$ cat src/rtl/instr_pkg.sv
// Shared definitions for the instruction packer: field widths, format and
// error encodings, FSM states and the captured instruction-field payload.
package instr_pkg;

   localparam int unsigned XLEN  = 32;
   localparam int unsigned FMT_W = 3;
   localparam int unsigned OPC_W = 7;
   localparam int unsigned F3_W  = 3;
   localparam int unsigned F7_W  = 7;
   localparam int unsigned REG_W = 5;
   localparam int unsigned CNT_W = 16;
   localparam int unsigned ERR_W = 2;

   typedef enum logic [FMT_W-1:0] {
      FMT_R = 3'd0,
      FMT_I = 3'd1,
      FMT_S = 3'd2,
      FMT_B = 3'd3,
      FMT_U = 3'd4,
      FMT_J = 3'd5
   } fmt_e;

   typedef enum logic [ERR_W-1:0] {
      ERR_NONE  = 2'b00,
      ERR_FMT   = 2'b01,
      ERR_RANGE = 2'b10
   } err_e;

   typedef enum logic [1:0] {
      S_IDLE  = 2'd0,
      S_PACK  = 2'd1,
      S_WRITE = 2'd2
   } state_e;

   typedef struct packed {
      logic [FMT_W-1:0] fmt;
      logic [OPC_W-1:0] opcode;
      logic [F3_W-1:0]  funct3;
      logic [F7_W-1:0]  funct7;
      logic [REG_W-1:0] rd;
      logic [REG_W-1:0] rs1;
      logic [REG_W-1:0] rs2;
      logic [XLEN-1:0]  imm;
   } instr_fields_t;

   // Codes 6 and 7 are the only unassigned format values.
   function automatic logic fmt_legal(input logic [FMT_W-1:0] f);
      return (f <= FMT_J);
   endfunction

endpackage

$ cat src/rtl/imm_pack.sv
// Combinational instruction-word assembly from captured fields.
// Ports: fields (captured payload) -> word (32-bit encoding), range_err
// (immediate not representable; only ever set when IMM_RANGE_CHECK_EN is
// defined, otherwise immediates are truncated to their fields).
module imm_pack
   import instr_pkg::*;
(
   input  instr_fields_t   fields,
   output logic [XLEN-1:0] word,
   output logic            range_err
);

   // Field placement per instruction format.
   always_comb begin
      word = '0;
      case (fields.fmt)
         FMT_R: word = {fields.funct7, fields.rs2, fields.rs1, fields.funct3, fields.rd, fields.opcode};
         FMT_I: word = {fields.imm[11:0], fields.rs1, fields.funct3, fields.rd, fields.opcode};
         FMT_S: word = {fields.imm[11:5], fields.rs2, fields.rs1, fields.funct3, fields.imm[4:0], fields.opcode};
         FMT_B: word = {fields.imm[12], fields.imm[10:5], fields.rs2, fields.rs1, fields.funct3,
                        fields.imm[4:1], fields.imm[11], fields.opcode};
         FMT_U: word = {fields.imm[31:12], fields.rd, fields.opcode};
         FMT_J: word = {fields.imm[20], fields.imm[10:1], fields.imm[11], fields.imm[19:12],
                        fields.rd, fields.opcode};
         default: word = '0;
      endcase
   end

`ifdef IMM_RANGE_CHECK_EN
   // A value fits an N-bit signed field when every bit above the sign bit
   // repeats it; branch and jump offsets must also be even.
   always_comb begin
      range_err = 1'b0;
      case (fields.fmt)
         FMT_I, FMT_S: range_err = (fields.imm[31:11] != {21{fields.imm[11]}});
         FMT_B:        range_err = (fields.imm[31:12] != {20{fields.imm[12]}}) || fields.imm[0];
         FMT_J:        range_err = (fields.imm[31:20] != {12{fields.imm[20]}}) || fields.imm[0];
         FMT_U:        range_err = (fields.imm[11:0] != 12'h000);
         default:      range_err = 1'b0;
      endcase
   end
`else
   assign range_err = 1'b0;
`endif

endmodule

$ cat src/rtl/instr_packer.sv
// Instruction packer: accepts decoded instruction fields, packs them into a
// 32-bit word and writes it to sequential memory addresses.
// Ports: clk, reset (async, active-high); in_valid/in_ready field handshake;
// fmt, opcode, funct3, funct7, rd, rs1, rs2, imm fields; load_base/base_addr
// write-address preload; mem_we/mem_addr/mem_wdata/mem_ready write port;
// count (words written, saturating); err/err_code sticky error, clr_err.
// Build option: IMM_RANGE_CHECK_EN rejects immediates that do not fit.
module instr_packer
   import instr_pkg::*;
(
   input  logic              clk,
   input  logic              reset,
   input  logic              in_valid,
   output logic              in_ready,
   input  logic [FMT_W-1:0]  fmt,
   input  logic [OPC_W-1:0]  opcode,
   input  logic [F3_W-1:0]   funct3,
   input  logic [F7_W-1:0]   funct7,
   input  logic [REG_W-1:0]  rd,
   input  logic [REG_W-1:0]  rs1,
   input  logic [REG_W-1:0]  rs2,
   input  logic [XLEN-1:0]   imm,
   input  logic              load_base,
   input  logic [XLEN-1:0]   base_addr,
   output logic              mem_we,
   output logic [XLEN-1:0]   mem_addr,
   output logic [XLEN-1:0]   mem_wdata,
   input  logic              mem_ready,
   output logic [CNT_W-1:0]  count,
   output logic              err,
   output logic [ERR_W-1:0]  err_code,
   input  logic              clr_err
);

   state_e          state_q, state_d;
   instr_fields_t   fields_q;
   logic [XLEN-1:0] pack_word;
   logic            range_err;
   logic            accept, launch, commit, fmt_fail, rng_fail;

   imm_pack u_imm_pack (
      .fields    (fields_q),
      .word      (pack_word),
      .range_err (range_err)
   );

   // A pending base load blocks acceptance for that cycle.
   assign in_ready = (state_q == S_IDLE) && !load_base;

   // State register.
   always_ff @(posedge clk or posedge reset) begin
      if (reset) state_q <= S_IDLE;
      else       state_q <= state_d;
   end

   // Next-state and datapath strobes.
   always_comb begin
      state_d  = state_q;
      accept   = 1'b0;
      launch   = 1'b0;
      commit   = 1'b0;
      fmt_fail = 1'b0;
      rng_fail = 1'b0;
      case (state_q)
         S_IDLE: begin
            if (in_valid && !load_base) begin
               accept  = 1'b1;
               state_d = S_PACK;
            end
         end
         S_PACK: begin
            if (!fmt_legal(fields_q.fmt)) begin
               fmt_fail = 1'b1;
               state_d  = S_IDLE;
            end else if (range_err) begin
               rng_fail = 1'b1;
               state_d  = S_IDLE;
            end else begin
               launch   = 1'b1;
               state_d  = S_WRITE;
            end
         end
         S_WRITE: begin
            if (mem_ready) begin
               commit  = 1'b1;
               state_d = S_IDLE;
            end
         end
         default: state_d = S_IDLE;
      endcase
   end

   // Field capture, write port, address/count and sticky error registers.
   always_ff @(posedge clk or posedge reset) begin
      if (reset) begin
         fields_q  <= '0;
         mem_we    <= 1'b0;
         mem_addr  <= '0;
         mem_wdata <= '0;
         count     <= '0;
         err       <= 1'b0;
         err_code  <= ERR_NONE;
      end else begin
         if (accept) begin
            fields_q <= '{fmt: fmt, opcode: opcode, funct3: funct3, funct7: funct7,
                          rd: rd, rs1: rs1, rs2: rs2, imm: imm};
         end
         if ((state_q == S_IDLE) && load_base) begin
            mem_addr <= base_addr;
            count    <= '0;
         end
         if (launch) begin
            mem_wdata <= pack_word;
            mem_we    <= 1'b1;
         end
         if (commit) begin
            mem_we   <= 1'b0;
            mem_addr <= mem_addr + XLEN'(4);
            if (count != {CNT_W{1'b1}}) count <= count + CNT_W'(1);
         end
         // A new error takes precedence over a same-cycle clear.
         if (fmt_fail) begin
            err      <= 1'b1;
            err_code <= ERR_FMT;
         end else if (rng_fail) begin
            err      <= 1'b1;
            err_code <= ERR_RANGE;
         end else if (clr_err) begin
            err      <= 1'b0;
            err_code <= ERR_NONE;
         end
      end
   end

endmodule

$ cat config.mk
export PLATFORM = sky130hd
export DESIGN_NAME = instr_packer
export DESIGN_NICKNAME = d
export VERILOG_FILES = /design/src/rtl/instr_pkg.sv /design/src/rtl/imm_pack.sv /design/src/rtl/instr_packer.sv
export SDC_FILE = /design/constraint.sdc
export NUM_CORES = 1
export LEC_CHECK = 0
export BUFFER_PORTS_ARGS = -buffer_cell sky130_fd_sc_hd__clkbuf_2
export CAP_MARGIN = 20
export CELL_PAD_IN_SITES_DETAIL_PLACEMENT = 0
export CELL_PAD_IN_SITES_GLOBAL_PLACEMENT = 1
export CORE_ASPECT_RATIO = 1.1
export CORE_MARGIN = 2
export CORE_UTILIZATION = 38
export CTS_BUF_LIST = sky130_fd_sc_hd__clkbuf_4
export DETAILED_ROUTE_END_ITERATION = 7
export PLACE_DENSITY_LB_ADDON = 0.1
export SLEW_MARGIN = 10
export SYNTH_ARGS = -nofsm -noshare
export SYNTH_HDL_FRONTEND = slang
export SYNTH_SLANG_ARGS = --single-unit
$ cat constraint.sdc
create_clock -name clk -period 4.7 [get_ports clk]
set_clock_uncertainty 0.1 [all_clocks]
set_input_delay 0.47 -clock clk [delete_from_list [all_inputs] [get_ports clk]]
set_output_delay 0.47 -clock clk [all_outputs]
set_load 0.1 [all_outputs]
==> impl_metrics.csv <==
group,metric,value,unit
yosys,synthMuxAreaShare,14.43,%
yosys,synth_cell_types,50,
die,io_pins,190,
grt,grtUsageTotal,19.73,%
yosys,syn_area_per_cell,10.77,um^2
yosys,synth_area,0.006987,mm^2
yosys,synth_top_family_by_area,"simple AND/OR/NAND/NOR gates",
power,p_seq_share,36.2,%
die,die-height,146.2,um
place,gp_congestion,0.8136,
yosys,yosys_warnings,0,
route,drc,0,
die,start_util,38.35,%
grt,grtUsageMet2,34.10,%
die,core-area,0.01822,mm^2
power,power.internal,2.551,mW
route,wire_per_inst,16.39,um
finish,nFillCells,1796,
timing,slew_headroom,37.56,%
yosys,synth_compound_area_share,12.88,%
grt,grt_util_met3,5.278,%
place,hpwl,13.13,mm
yosys,synth_area_leaders,"dfrtp_1, mux2_2, nand2_1",
route,vias,5925,
clock_network,clock_path_buffers,2,
setup_path,arrival,2.69,ns
place,pre_cts_slack,2.138,ns
yosys,syn-num-nets,756,
clock_network,htree_levels,4,
yosys,synth_top_area_cell,"dfrtp_1",
yosys,ys_ff_latch,151,
setup_path,worst-path-max-fanout,9,
clock_network,clock_sinks,151,
route,final_antenna_net_count,0,
setup_path,start_kind,"register",
power,p_clk_share,12.6,%
route,drtPass1Iterations,6,
timing,worst_pin_slew,0.9332,ns
grt,antenna_found_initial,1,
clock_network,cts_hold_buf,51,
power,p_total,5.614,mW
power,p_sw_share,54.56,%
clock_network,cts_tree,"built",
timing,finalSetupViolations,0,
timing,fin_crit,2.355,ns
yosys,netlist_instances,649,
clock_network,cts-resized-gates,0,
timing,grt_setup_unrepaired,"no",
clock_network,cts_made_buffers,17,
finish,layout-drive-gt1-share,34.78,%
clock_network,clk_latency,0.55,ns
route,wl,18.70,mm
power,p_leak,4.077,nW
yosys,synthXorXnorAreaFrac,0.5014,%
route,viasPerCell,5.193,
yosys,synth_edf_count,0,
timing,finalCritPeriodShare,50.11,%
yosys,synthSimpleGateAreaFrac,14.95,%
setup_path,path_class,"register to register",
timing,finalHoldViolCount,0,
route,first_iter_violations,271,
timing,drv_slew,0,
die,dieArea,0.01949,mm^2
grt,grt_pass1_vias,6022,
power,p_per_area,627.4,mW/mm^2
clock_network,post_cts_buffers,0,
power,p_comb_share,51.1,%
outcome,outcome,"completed",
timing,fin_setup_tns,0,ns
grt,busiest_layer,"met2",
yosys,ys.flop_type,"dfrtp_1",
clock_network,clk_transition_reported_paths,0.14,ns
setup_path,crit_required,5.04,ns
power,power.switching,3.063,mW
die,rows,52,
place,io_buffers,188,
yosys,synth-seq-area-share,54.08,%
die,dieWidth,133.3,um
job,maxCapViolCount,0,
power,peakVddDrop,0.0004000,V
timing,fin_ws,2.345,ns
worst_hold_path,hp-class,"input pin to register",
grt,grt-ovfl-total,0,
finish,area_delta_synth_final,28.08,%
finish,fin_nets,991,
yosys,synthAdderAreaFrac,0.3582,%
grt,grt_max_degree,70,
grt,grt_pass1_wl,30.42,mm
yosys,async_flop_share,100.0,%
setup_path,setup.worst_path.end_class,"register",
clock_network,cts-root-buf,"clkbuf_4",
yosys,yosysTopAreaCellShare,54.08,%
grt,grtUsageMet1,23.80,%
timing,max_freq,0.4246,GHz
## critical path: stages (launching register included)
cell and delay, ns:
dfrtp_1 0.46, ha_1 0.24, nand4_1 0.17, nor4_2 0.56, nor2_1 0.31, a21o_1 0.23, a21o_1 0.16
## logic make-up (layout without fill, tap and decap cells)
logic type	count (synthesis)	after routing
compound gates	142	142
xor+xnor	4	4
fa+ha+maj	2	2
buf+inv	43	291
flops	151	151
mux	90	90
other cells	1	2
simple gates	216	216
## cell type report
cell class	instances	area (um^2)	area share, %
Timing Repair Buffer	251	1574	17.59
Multi-Input combinational cell	455	3019	33.74
Clock buffer	18	135.1	1.510
Tap cell	243	304.0	3.398
Sequential cell	151	3779	42.23
Antenna cell	1	2.502	0.02796
Inverter	8	35.03	0.3915
Clock inverter	14	100.1	1.119
## per-stage QoR
step,instance area (um^2),std cells,hold WS [ns],util [%]
floorplan,6987,649,0.3579,-
finish,8949,1141,0.05274,49.12
CTS,8869,1134,0.0003605,48.68
global placement,8123,1051,0.3602,44.59
detailed placement,8123,1051,0.3664,44.59
global route,8949,1141,0.0008081,49.12
## path summary, 6_finish.rpt
check                               from             to  slack [ns]  depth (start not counted)
setup / recovery                count[0]       count[7]        2.34                          6
hold / removal              base_addr[8]    mem_addr[8]        0.05                          3
setup reg to reg                count[0]       count[7]        2.34                          6
hold reg to reg            mem_wdata[17]  mem_wdata[17]        0.40                          2
max in group asynchronous          reset    mem_addr[4]        2.97                          4
min in group asynchronous          reset  mem_wdata[17]        0.44                          3
## placed cells by master (no fill, tap or decap), types with 13 or more instances in the layout
master         Yosys  layout
clkbuf_2           0     188
dfrtp_1          151     151
nand2_1           94      94
mux2_2            75      75
dlygate4sd3_1      0      56
o21ai_0           46      46
nand3_1           36      36
nor2_1            27      27
a21oi_1           20      20
clkbuf_4           0      18
o21ai_1           16      16
a22oi_1           16      16
mux2i_1           13      13
## per-layer routing
layer  wire, um  share of wire [%]
met5          0                  0
met4        397                2.1
met3       1128                6.0
met2       9357                 50
met1       7814                 42
## registers in the layout, summed over array words and instances (netlist names)
| name | count |
|---|---|
| mem_wdata | 32 |
| mem_addr | 32 |
| fields_q | 67 |
| count | 16 |
| mem_we | 1 |
| state_q | 2 |
| err_code | 1 |
## power groups by stage
stage | logic (mW) | clock network, mW | registers, mW
final | 2.87 | 0.710 | 2.03
after global routing | 3.02 | 0.801 | 2.10
after CTS | 2.89 | 0.744 | 2.04
after detailed placement | 2.85 | 0 | 2.07
after global placement | 2.82 | 0 | 2.05
after floorplan | 0.774 | 0 | 3.59
## synth_stat cells, drive strengths merged, types with 5 or more instances
library cell,number
nand3,36
nor3,11
nor4,5
nor2,27
o311ai,17
clkbuf,23
nor2b,12
mux2,76
inv,7
a22oi,16
o21ai,62
nand4,13
buf,12
a21oi,21
mux2i,13
dfrtp,151
nand2,95
o211ai,12
(Power assumes the default switching activity.)
